$ cat src/rtl/traffic_ctrl_param.sv
// Intersection controller: main/side/walk phases, parameterised durations and prescaler.
// Define TRAFFIC_ALLRED_EN to add an all-red clearance interval after every yellow.
module traffic_ctrl_param #(
  parameter int TICK_DIV      = 50000000,
  parameter int TW            = 4,
  parameter int MAIN_GREEN    = 6,
  parameter int MAIN_EXT_BUSY = 3,
  parameter int MAIN_EXT_IDLE = 6,
  parameter int SIDE_GREEN    = 6,
  parameter int SIDE_EXT      = 3,
  parameter int YELLOW        = 2,
  parameter int WALK          = 3,
  parameter int ALLRED        = 1
) (
  input  logic          clk,
  input  logic          rst,
  input  logic          walkRequest,
  input  logic          trafficSensor,
  output logic [2:0]    mainLights,
  output logic [2:0]    sideLights,
  output logic          walkLamp,
  output logic          walkPending,
  output logic [2:0]    phase,
  output logic [TW-1:0] timeLeft
);
  localparam int PW = (TICK_DIV > 1) ? $clog2(TICK_DIV) : 1;

  typedef enum logic [2:0] {
    P_MAIN = 3'd0, P_MAIN_EXT = 3'd1, P_MAIN_YEL = 3'd2, P_SIDE = 3'd3,
    P_SIDE_EXT = 3'd4, P_SIDE_YEL = 3'd5, P_WALK = 3'd6, P_ALL_RED = 3'd7
  } phase_e;

  localparam logic [2:0] RED = 3'b100, YEL = 3'b010, GRN = 3'b001;

  phase_e        phase_q, phase_d;
  logic [TW-1:0] time_q, time_d;
  logic [PW-1:0] cnt_q, cnt_d;
  logic          walk_q, walk_d;
  logic          tick, enter_walk;

`ifdef TRAFFIC_ALLRED_EN
  localparam logic [1:0] T_MAIN = 2'd0, T_SIDE = 2'd1, T_WALK = 2'd2;
  logic [1:0] target_q, target_d;

  always_ff @(posedge clk or negedge rst) begin
    if (!rst) target_q <= T_MAIN;
    else      target_q <= target_d;
  end
`endif

  assign tick = (cnt_q == PW'(TICK_DIV - 1));

  always_ff @(posedge clk or negedge rst) begin
    if (!rst) begin
      phase_q <= P_SIDE_YEL;
      time_q  <= TW'(1);
      cnt_q   <= '0;
      walk_q  <= 1'b0;
    end else begin
      phase_q <= phase_d;
      time_q  <= time_d;
      cnt_q   <= cnt_d;
      walk_q  <= walk_d;
    end
  end

  always_comb begin
    cnt_d   = tick ? '0 : cnt_q + 1'b1;
    phase_d = phase_q;
    time_d  = time_q;
`ifdef TRAFFIC_ALLRED_EN
    target_d = target_q;
`endif
    if (tick) begin
      if (time_q > TW'(1)) begin
        time_d = time_q - 1'b1;
      end else begin
        case (phase_q)
          P_MAIN: begin
            phase_d = P_MAIN_EXT;
            time_d  = trafficSensor ? TW'(MAIN_EXT_BUSY) : TW'(MAIN_EXT_IDLE);
          end
          P_MAIN_EXT: begin phase_d = P_MAIN_YEL; time_d = TW'(YELLOW); end
`ifdef TRAFFIC_ALLRED_EN
          P_MAIN_YEL: begin
            phase_d  = P_ALL_RED;
            time_d   = TW'(ALLRED);
            target_d = walk_q ? T_WALK : T_SIDE;
          end
          P_SIDE_YEL: begin
            phase_d  = P_ALL_RED;
            time_d   = TW'(ALLRED);
            target_d = T_MAIN;
          end
          P_ALL_RED: begin
            case (target_q)
              T_WALK:  begin phase_d = P_WALK; time_d = TW'(WALK);       end
              T_SIDE:  begin phase_d = P_SIDE; time_d = TW'(SIDE_GREEN); end
              default: begin phase_d = P_MAIN; time_d = TW'(MAIN_GREEN); end
            endcase
          end
`else
          P_MAIN_YEL: begin
            if (walk_q) begin phase_d = P_WALK; time_d = TW'(WALK);       end
            else        begin phase_d = P_SIDE; time_d = TW'(SIDE_GREEN); end
          end
          P_SIDE_YEL: begin phase_d = P_MAIN; time_d = TW'(MAIN_GREEN); end
          // ALL_RED is not a legal phase here; recover through a yellow.
          P_ALL_RED:  begin phase_d = P_MAIN_YEL; time_d = TW'(YELLOW); end
`endif
          P_SIDE: begin
            if (trafficSensor) begin phase_d = P_SIDE_EXT; time_d = TW'(SIDE_EXT); end
            else               begin phase_d = P_SIDE_YEL; time_d = TW'(YELLOW);   end
          end
          P_SIDE_EXT: begin phase_d = P_SIDE_YEL; time_d = TW'(YELLOW);     end
          P_WALK:     begin phase_d = P_SIDE;     time_d = TW'(SIDE_GREEN); end
          default:    begin phase_d = P_MAIN_YEL; time_d = TW'(YELLOW);     end
        endcase
      end
    end
    // A request on the entry edge wins over the clear, so it is kept for next round.
    enter_walk = (phase_d == P_WALK) && (phase_q != P_WALK);
    walk_d     = walkRequest | (walk_q & ~enter_walk);
  end

  always_comb begin
    mainLights = RED;
    sideLights = RED;
    walkLamp   = 1'b0;
    case (phase_q)
      P_MAIN, P_MAIN_EXT: mainLights = GRN;
      P_MAIN_YEL:         mainLights = YEL;
      P_SIDE, P_SIDE_EXT: sideLights = GRN;
      P_SIDE_YEL:         sideLights = YEL;
      P_WALK:             walkLamp   = 1'b1;
      default: ;
    endcase
  end

  assign phase       = phase_q;
  assign timeLeft    = time_q;
  assign walkPending = walk_q;

endmodule
$ cat config.mk
export PLATFORM = sky130hd
export DESIGN_NAME = traffic_ctrl_param
export DESIGN_NICKNAME = d
export VERILOG_FILES = /design/src/rtl/traffic_ctrl_param.sv
export SDC_FILE = /design/constraint.sdc
export NUM_CORES = 1
export LEC_CHECK = 0
export CAP_MARGIN = 20
export CORE_UTILIZATION = 40
export CTS_BUF_LIST = sky130_fd_sc_hd__clkbuf_4
export CTS_CLUSTER_DIAMETER = 40
export DETAILED_ROUTE_END_ITERATION = 16
export PLACE_DENSITY = 0.7
export SYNTH_ARGS = -nofsm -noshare
export SYNTH_HDL_FRONTEND = slang
export SYNTH_SLANG_ARGS = --single-unit
$ cat constraint.sdc
create_clock -name clk -period 4.82 [get_ports clk]
set_clock_uncertainty 0.2 [all_clocks]
set_input_delay 1.446 -clock clk [delete_from_list [all_inputs] [get_ports clk]]
set_output_delay 1.446 -clock clk [all_outputs]
set_load 0.1 [all_outputs]
Word level (Yosys, flattened, before mapping):

Cells that the tools add are included.

* register bits: 34
* input bits: 4
* output and inout bits: 15
* logic and storage cells: 41

* add/sub/neg operators: 2
* $lt $le $gt $ge: 1
* equal/unequal tests: 10
* multiplexer cells: 14
* bitwise operators: 3
* reduce and logical (&&, ||, !) cells: 7

Operator list (count)
* adder 26 x 1 -> 26 bit, second input constant: 1
* equality test 26 bit, second input constant: 1
* two-way mux 26 bit: 1
* case mux 3 bit (7 select lines): 1
* case mux 4 bit (5 select lines): 1
* equality test 3 bit, second input constant: 5
* two-way mux 3 bit: 5
* case mux 3 bit (2 select lines): 2
* OR reduction 2 bit: 4
* equality test 3 x 2 -> 1 bit, second input constant: 2
* > comparator 4 x 1 -> 1 bit, second input constant: 1
* two-way mux 4 bit: 1
* subtractor 4 x 1 -> 4 bit, second input constant: 1
* equality test 3 x 1 -> 1 bit, second input constant: 1
* logical NOT 3 bit: 1
* two-way mux 1 bit: 3
* inequality test 3 bit, second input constant: 1
* OR reduction 3 bit: 1
* bitwise AND 1 bit: 1
* logical AND 1 bit: 1
* inverter 1 bit: 1
* bitwise OR 1 bit: 1

Depth between registers and ports, before layout:

Gate-level depths: netlist of the first run.

* depth in word-level cells: 10
* mapped depth: 7

Worst setup path before layout of the first run:

No wires, ideal clock.

* path kind: register to output
* from: register phase_q[0], in the netlist phase[0]
* to: output sideLights[2]
* arrival: 3489 ps
* data required time: 3174 ps
* setup slack: -315 ps
* stages on the path, launching flop included: 5
* cells stage by stage: dfstp_2 -> clkbuf_1 -> nand2_1 -> nor2_1 -> nor2_1

* cells in the longest elaborated chain, start to end: 3
* elaborated cells between the ends (all ways): 5
* classes of those cells: 3 x eq/ne; 1 x mux; 1 x reduce/logical

RTL lines
* start, declared: line 35 `phase_e phase_q, phase_d;`
* start signal, assigned: line 60 `phase_q <= phase_d;`
* equality test 3 x 2 -> 1 bit or equality test 3 bit (tied branches): line 130 `case (phase_q)`
* OR reduction 2 bit: line 130
* case mux 3 bit (2 select lines) (*): line 130
* end, declared: line 20 `output logic [2:0] sideLights,`

Mark *: on every way between the ends. The rest lies on a longest branch, timed or not.

Final worst setup path of the first run:

* from: register phase_q[2], in the netlist phase[2]
* to: output walkLamp

* cells in the longest elaborated chain, start to end: 2

RTL lines
* equality test 3 bit: line 130
* two-way mux 1 bit: line 130
* end, declared: line 21 `output logic walkLamp,`

No other way between the ends.

==> metrics, run 1 <==
Hold-fix buffers, CTS 0; RSZ-0062 raised after global routing false; Power per Cell Area 215 nW/µm²; Adder-Cell Fraction of Synth Area 0.0212; DRC violations left 0; synthesized-area fraction occupied by ao, oa, aoi and oai cells 0.0531; Cell Int Power 0.348 mW; XOR/XNOR Fraction of Synth Area 0.119; Sink Count 34; sequential element share of the synthesized area 0.483; global-route wire length before repair 5.57 mm; postcts setup bufs 0; Setup CP Type reg -> out; area occupied by multi-input gates 882 µm²; layout cells sized above 1 0.137; Setup violations, final 0; Total GRT Usage 0.163; Initial Util 0.430; fillcell total 389; Max FO, Critical Path 12; Top FF cell, synth dfrtp_1; Rows 23; final core occ 0.501; htree depth 2; # nets final 210; Tot Pwr 0.443 mW; Syn Std Cell Area 1770 µm²; clk_lat worst skew 0.33 ns; DRT iter0 DRCs 82; vias in the first global route 1219; vias per cell 5.19; switch share 0.214; status finished clean; Hold Fails Final Rpt 0; via count 1319; clock tree buffer depth 2; # IOs 19; Post-DP HPWL 2.29 mm; Final ANT Viol Nets 0; Slew headroom 0.353; R2R setup slack 2.25 ns; WL per Instance 13.0 µm; Synth Instances 181; combinational cell fraction of total power 0.020; Hold Crit Endpoint cnt_q[9]; largest net degree at the start of global routing 35; Yosys cell types 36; WL final 3.31 mm; reg2reg path depth 6; hold path startpoint cnt_q[9]; required time of the critical path 3.17 ns; Post-Syn Nets 188; Reg area 855 µm²; total CTS buffers 5; Avg Inst Size Synth 9.77 µm²; setup TNS 0 ns; Core Area 4120 µm²; Reg-to-Reg End timeLeft[2]; Critical R2R Launch cnt_q[8]; Routability Congestion 0.761; clock tree from TritonCTS yes; fin crit period 3.91 ns; Startpoint Class flop; DRT Pass-1 Iters 5; Hold Path Depth 1; root buffer cell clkbuf_4; nature of the critical path endpoint output pin; part of the power in registers 0.644; DIE AREA 4690 µm²; input/output buffers 18; Leak 0.939 nW; initial antenna violation count 0; largest family of logic cells by synthesized area simple AND/OR/NAND/NOR gates; Die Y 68.5 µm; die width 68.5 µm; Post-synth EDFFs 0; Yosys warnings 0; dpl cell area 2010 µm²; IR drop worst, VDD 0.138 mV; clk slew on worst S/H paths 0.10 ns; max-cap check violation count 0; PostCTS Resize Cnt 0; Worst EP arrival 2.27 ns; clock power share 0.336; HP Class reg -> reg; Post-synth ARST share 1.00; fin crit share 0.812; fmax 0.256 GHz; P&R area growth vs syn 16.6%; antenna cell count 0; fin. max-slew vios 0; post-synthesis mux area share 0.0177; Worst-Margin Slew 0.968 ns; net load switching power 0.0947 mW; number of synthesized register bits 34; Congestion Overflow GR 0; area share of and/or/nand/nor cells after synthesis 0.282; final non-filler cell area 2060 µm²
[cells in the final DEF (no fill, tap or decap), types with 3 or more instances in the layout]
cell type,n
dfrtp_1,31
nor2_1,26
nand3_1,17
xor2_1,17
nand2_1,14
clkdlybuf4s50_1,14
xnor2_1,7
inv_1,6
nand4_1,6
o21ai_0,6
clkbuf_4,6
buf_4,6
and3_1,4
a21o_1,3
nor4_2,3
nor3_1,3
ha_1,3
dfstp_2,3
[synthesized netlist by cell type, types with 3 or more instances]
master,number,share of area
nor3_1,4,0.011
xnor2_1,7,0.035
nor2_1,28,0.059
dfstp_2,3,0.045
xor2_1,17,0.084
a21o_1,3,0.013
o21ai_0,6,0.017
nor4_2,3,0.021
dfrtp_1,31,0.44
and3_1,4,0.014
nand4_1,6,0.021
ha_1,3,0.021
nand3_1,17,0.048
inv_1,6,0.013
clkbuf_1,5,0.011
nand2_1,14,0.030
[power by group through the flow]
stage               combinational, mW  clock [mW]  sequential, mW
CTS                           0.00935       0.159           0.285
floorplan                    0.000245           0           0.291
finish                        0.00882       0.149           0.285
detailed placement            0.00936           0           0.291
global placement              0.00934           0           0.291
global route                   0.0105       0.171           0.285
[through the flow]
stage	std cells	setup WS, ns	hold slack, ns
floorplan	181	0.384	0.256
global placement	246	1.27	0.284
detailed placement	246	1.26	0.278
CTS	254	0.876	0.301
global route	254	0.791	0.324
finish	254	0.907	0.300
[cell type report]
class | count | share of cell area
flip-flops and latches | 34 | 0.415
well taps | 50 | 0.0304
repair buffers | 20 | 0.0899
clock buffers | 6 | 0.0219
clock inverters | 2 | 0.00425
multi-input cells | 136 | 0.428
inverters | 6 | 0.0109
[logic make-up (layout without fill, tap and decap cells)]
logic type,after synthesis,after routing
xor+xnor,24,24
buf+inv,11,34
simple gates,91,91
mux,3,3
flops,34,34
fa+ha+maj,3,3
compound gates,15,15
[flip-flops by register name, indices dropped and copies added (netlist names)]
name         flops
cnt_q           26
timeLeft         4
phase            3
walkPending      1
[worst max path at each step]
stage                         from       endpoint
after floorplan           phase[0]  sideLights[2]
after global placement    phase[2]       walkLamp
after detailed placement  phase[1]       walkLamp
after CTS                 phase[1]       walkLamp
after global routing      phase[1]       walkLamp
final                     phase[2]       walkLamp
[critical path: stages (launching register included)]
cell	delay, ns
dfstp_2	0.64
and3_1	0.17
clkdlybuf4s50_1	1.12
[per-layer routing]
| metal | GRT usage | part of all wire |
|---|---|---|
| met1 | 0.217 | 0.50 |
| met2 | 0.251 | 0.46 |
| met3 | 0.0500 | 0.027 |
| met4 | 0.0547 | 0.010 |
| met5 | 0 | 0 |
Note: power is estimated with default switching activity, not from simulation.
==> run 2, diff against run 1 <==
Settings changed: PLACE_DENSITY 0.7 to 0.72.
Clock period 4.82 ns to 3.6 ns, I/O delays scaled along.
==> run 2 against run 1 <==
Compared with the run above:
- first-iteration DRC count down 27%
- setup slack got worse by 0.37 ns
- power grew 36%
- die area unchanged
- via count grew 1.8%
- register-to-register slack worse by 1.0 ns
- utilization rose by 0.12 points
- sequential share of layout area decreased by 0.10 points
- clock-buffer cell count is the same
- flip-flop and latch count stayed put
- hold slack improved by 0.0011 ns
- global-route usage shrank 0.57 points
==> metrics, run 2 (synthesized netlist as in run 1, its figures left out) <==
input/output buffers 18 (unchanged); Rows 23 (unchanged); layout cells sized above 1 0.218 (+0.0812); RSZ-0062 raised after global routing false; nature of the critical path endpoint output pin; Sink Count 34 (unchanged); postcts setup bufs 0 (unchanged); Initial Util 0.430 (unchanged); fmax 0.326 GHz; Leak 0.968 nW (+3.1%); Worst-Margin Slew 0.710 ns (-0.258 ns); DRT iter0 DRCs 60 (-27%); fin crit period 3.06 ns; clock tree buffer depth 2 (unchanged); Setup CP Type reg -> out; htree depth 2 (unchanged); status finished clean; Worst EP arrival 1.78 ns (-0.49 ns); fillcell total 388 (-0.26%); die width 68.5 µm (unchanged); DRT Pass-1 Iters 4 (-1); Final ANT Viol Nets 0 (unchanged); Total GRT Usage 0.158 (-0.00569); via count 1343 (+1.8%); # nets final 212 (+0.95%); Setup violations, final 0 (unchanged); max reg flops 26 (unchanged); clk slew on worst S/H paths 0.11 ns (about the same); vias in the first global route 1210 (-0.74%); WL per Instance 12.9 µm (-1.2%); setup TNS 0 ns (unchanged); HP Class reg -> reg; DRC violations left 0 (unchanged); Max FO, Critical Path 12 (unchanged); global-route wire length before repair 5.27 mm (-5.3%); initial antenna violation count 0 (unchanged); Power per Cell Area 292 nW/µm² (+36%); largest net degree at the start of global routing 35 (unchanged); Largest Register cnt_q; max-cap check violation count 0 (unchanged); clock tree from TritonCTS yes; Congestion Overflow GR 0 (unchanged); Startpoint Class flop; WL final 3.30 mm (-0.42%); PostCTS Resize Cnt 0 (unchanged); required time of the critical path 2.32 ns (-0.85 ns); final core occ 0.502 (+0.00122); IR drop worst, VDD 0.113 mV (-18%); root buffer cell clkbuf_4; clk_lat worst skew 0.35 ns (+0.02 ns); most common cell after layout, fill and taps aside dfrtp_1; antenna cell count 0 (unchanged); vias per cell 5.25 (+1.0%); Post-DP HPWL 2.33 mm (+1.9%); Core Area 4120 µm² (unchanged); P&R area growth vs syn 16.8%; DIE AREA 4690 µm² (unchanged); Slew headroom 0.523 (+0.170); Routability Congestion 0.751 (-1.4%); fin. max-slew vios 0 (unchanged); Die Y 68.5 µm (unchanged); Hold Fails Final Rpt 0 (unchanged); fin crit share 0.851; Hold-fix buffers, CTS 0 (unchanged); total CTS buffers 5 (unchanged); # IOs 19 (unchanged); commonest non-fill, non-tap cells in the layout dfrtp_1 (31), nor2_1 (24), buf_4 (19)
[run 2: changes by cell type in the layout (fill, tap and decap cells not counted), sizes merged]
| cell | delta |
|---|---|
| buf | +13 |
| clkdlybuf4s50 | -11 |
[run 2: layout make-up]
class                   instances  area (µm²)  share of cell area
repair buffers                 22         173              0.0836
clock buffers                   6        45.0              0.0218
inverters                       6        22.5              0.0109
multi-input cells             136         898               0.435
well taps                      50        62.6              0.0303
clock inverters                 2        10.0             0.00485
flip-flops and latches         34         855               0.414
[run 2: final timing paths]
| check | startpoint | endpoint | slack (ns) | cells after the start |
|---|---|---|---|---|
| worst max register to register | cnt_q[8] | timeLeft[3] | 1.21 | 5 |
| worst max-delay path | phase[2] | sideLights[2] | 0.54 | 4 |
| min in group asynchronous | rst | cnt_q[14] | 0.91 | 2 |
| worst min register to register | cnt_q[18] | cnt_q[18] | 0.30 | 1 |
| worst min-delay path | cnt_q[18] | cnt_q[18] | 0.30 | 1 |
| max in group asynchronous | rst | phase[2] | 1.93 | 2 |
[run 2: metal layers]
layer / share of wire / vias up / global-route usage
met5: 0 / - / 0
met4: 0.023 / 0 / 0.0781
met3: 0.028 / 5 / 0.0450
met2: 0.45 / 18 / 0.240
met1: 0.49 / 647 / 0.203
li1: - / 673 / -
[run 2: worst max-delay path, stage by stage, from the launching register on]
cell and delay (ns):
dfstp_2 0.66, nor2b_1 0.11, a22o_2 0.29, nor2_4 0.10, buf_4 0.29
[run 2: power by group]
group          internal (mW)          switching, mW  total [mW]
Sequential             0.382  0.0000000000000000382       0.382
Combinational        0.00375                0.00790      0.0117
Clock                 0.0818                  0.127       0.209
[run 2: per-stage QoR]
stage	cell area, µm²	cells	total power, mW	setup slack, ns	hold slack (ns)
6_report	2070	256	0.602	0.536	0.301
5_1_grt	2070	256	0.628	0.464	0.313
4_1_cts	2070	256	0.612	0.527	0.299
3_5_place_dp	2010	248	0.402	0.913	0.282
3_3_place_gp	2010	248	0.402	0.950	0.282
2_1_floorplan	1790	181	0.390	0.00837	0.256
==> run 3, diff against run 2 <==
Settings changed: GPL_TIMING_DRIVEN set to 0.
==> run 3 against run 2 <==
Compared with the run above:
- largest power group unchanged
- critical endpoint unchanged
- via count up 0.74%
- cell area down 0.36%
- first-iteration DRC count up 22%
- sequential share of layout area up 0.15 points
- highest routed layer unchanged
==> metrics, run 3 (synthesized netlist as in run 1, its figures left out) <==
Leak 0.934 nW (-3.6%); global-route wire length before repair 5.48 mm (+3.9%); Total GRT Usage 0.161 (+0.00282); Hold Path Depth 1 (unchanged); Worst-Margin Slew 0.963 ns (+0.253 ns); reg2reg path depth 6 (+1); root buffer cell clkbuf_4; Hold-fix buffers, CTS 0 (unchanged); Post-DP HPWL 2.47 mm (+6.0%); metal2 WL 1.59 mm (+5.9%); Sink Count 34 (unchanged); Core Area 4120 µm² (unchanged); via count 1353 (+0.74%); Setup violations, final 0 (unchanged); initial antenna violation count 0 (unchanged); R2R setup slack 1.07 ns (-0.14 ns); antenna cell count 0 (unchanged); final non-filler cell area 2060 µm² (-0.36%); largest net degree at the start of global routing 35 (unchanged); Setup CP Type reg -> out; fin. max-slew vios 0 (unchanged); Startpoint Class flop; Routability Congestion 0.785 (+4.6%); Congestion Overflow GR 0 (unchanged); Tot Pwr 0.583 mW (-3.3%); input/output buffers 18 (unchanged); # nets final 213 (+0.47%); total CTS buffers 5 (unchanged); IR drop worst, VDD 0.111 mV (-2.3%); fmax 0.293 GHz (-10%); required time of the critical path 2.32 ns (about the same); Initial Util 0.430 (unchanged); Hold Fails Final Rpt 0 (unchanged); metal3 WL 121 µm (+30%); Rows 23 (unchanged); Critical R2R Launch timeLeft[0]; nature of the critical path endpoint output pin; met1 wire length 1.62 mm (-0.55%); Finished Layout Cells 257 (+0.39%); fin crit share 0.947 (+0.0963); setup ws final 0.190 ns (-0.347 ns); final hold slack 0.309 ns (+0.00789 ns); die width 68.5 µm (unchanged); dpl cell area 2030 µm² (+0.81%); Largest Register cnt_q; fin crit period 3.41 ns (+0.347 ns); most common cell after layout, fill and taps aside dfrtp_1; Die Y 68.5 µm (unchanged); P&R area growth vs syn 16.4%; clk_lat worst skew 0.33 ns (-0.02 ns); status finished clean; clock tree buffer depth 2 (unchanged); Final ANT Viol Nets 0 (unchanged); clock tree from TritonCTS yes; postcts setup bufs 0 (unchanged); WL final 3.36 mm (+1.8%); htree depth 2 (unchanged); HP Class reg -> reg; # IOs 19 (unchanged); Worst EP arrival 2.13 ns (+0.35 ns); Power per Cell Area 283 nW/µm² (-2.9%); layout cells sized above 1 0.135 (-0.0832); vias in the first global route 1268 (+4.8%); Max FO, Critical Path 10 (-2); vias per cell 5.26 (+0.35%); CP Launch Point phase[0]; WL per Instance 13.1 µm (+1.4%); RSZ-0062 raised after global routing false; max reg flops 26 (unchanged); max-cap check violation count 0 (unchanged); DIE AREA 4690 µm² (unchanged); hold path startpoint cnt_q[4]; DRC violations left 0 (unchanged); placed insts 249 (+0.40%); clk slew on worst S/H paths 0.10 ns (about the same); commonest non-fill, non-tap cells in the layout dfrtp_1 (31), nor2_1 (24), nand3_1 (17), xor2_1 (17), nand2_1 (14); DRT iter0 DRCs 73 (+22%); Slew headroom 0.356 (-0.167); Max Used Layer met4; DRT Pass-1 Iters 4 (unchanged); Place WS -0.150 ns (-1.06 ns)
==> run 3: layout make-up <==
type	count	area [µm²]
buffer	5	18.8
clock buffer	5	37.5
clock inverter	3	11.3
fill	405	2060
inverter	6	22.5
multi-input combinational	136	893
sequential	34	855
tap	50	62.6
timing repair buffer	18	158
==> run 3: worst paths after layout <==
check / endpoint
max: sideLights[2]
min: cnt_q[4]
max reg2reg: phase[2]
min reg2reg: cnt_q[4]
max in group asynchronous: cnt_q[1]
min in group asynchronous: cnt_q[16]
==> run 3: metrics by stage <==
step	utilization	TNS, ns
floorplan	-	0
global placement	0.494	-0.128
detailed placement	0.493	-0.152
CTS	0.504	0
global route	0.500	0
finish	0.500	0
==> run 3: worst max-delay path: stages (launching register included) <==
cell	delay [ns]
dfstp_2	0.55
clkbuf_1	0.36
nor2_1	0.13
a22o_2	0.26
nor2_4	0.09
buf_2	0.42
==> run 3: timing repair <==
| action | CTS | global route |
|---|---|---|
| gates resized for setup | 10 | 9 |
| endpoints found under the setup margin | 6 | 5 |
| gates cloned | 0 | 0 |
==> run 3: power breakdown <==
part	total [mW]	leakage [nW]	switching, mW	internal (mW)
sequential	0.382	0.445	0.0000000000000000341	0.382
combinational	0.0102	0.461	0.00775	0.00249
clock	0.191	0.0277	0.121	0.0695
==> run 3: per-layer routing <==
layer | vias up | track usage
met1 | 658 | 0.203
li1 | 671 | -
met2 | 22 | 0.261
met3 | 2 | 0.0500
met4 | 0 | 0.0469
met5 | - | 0
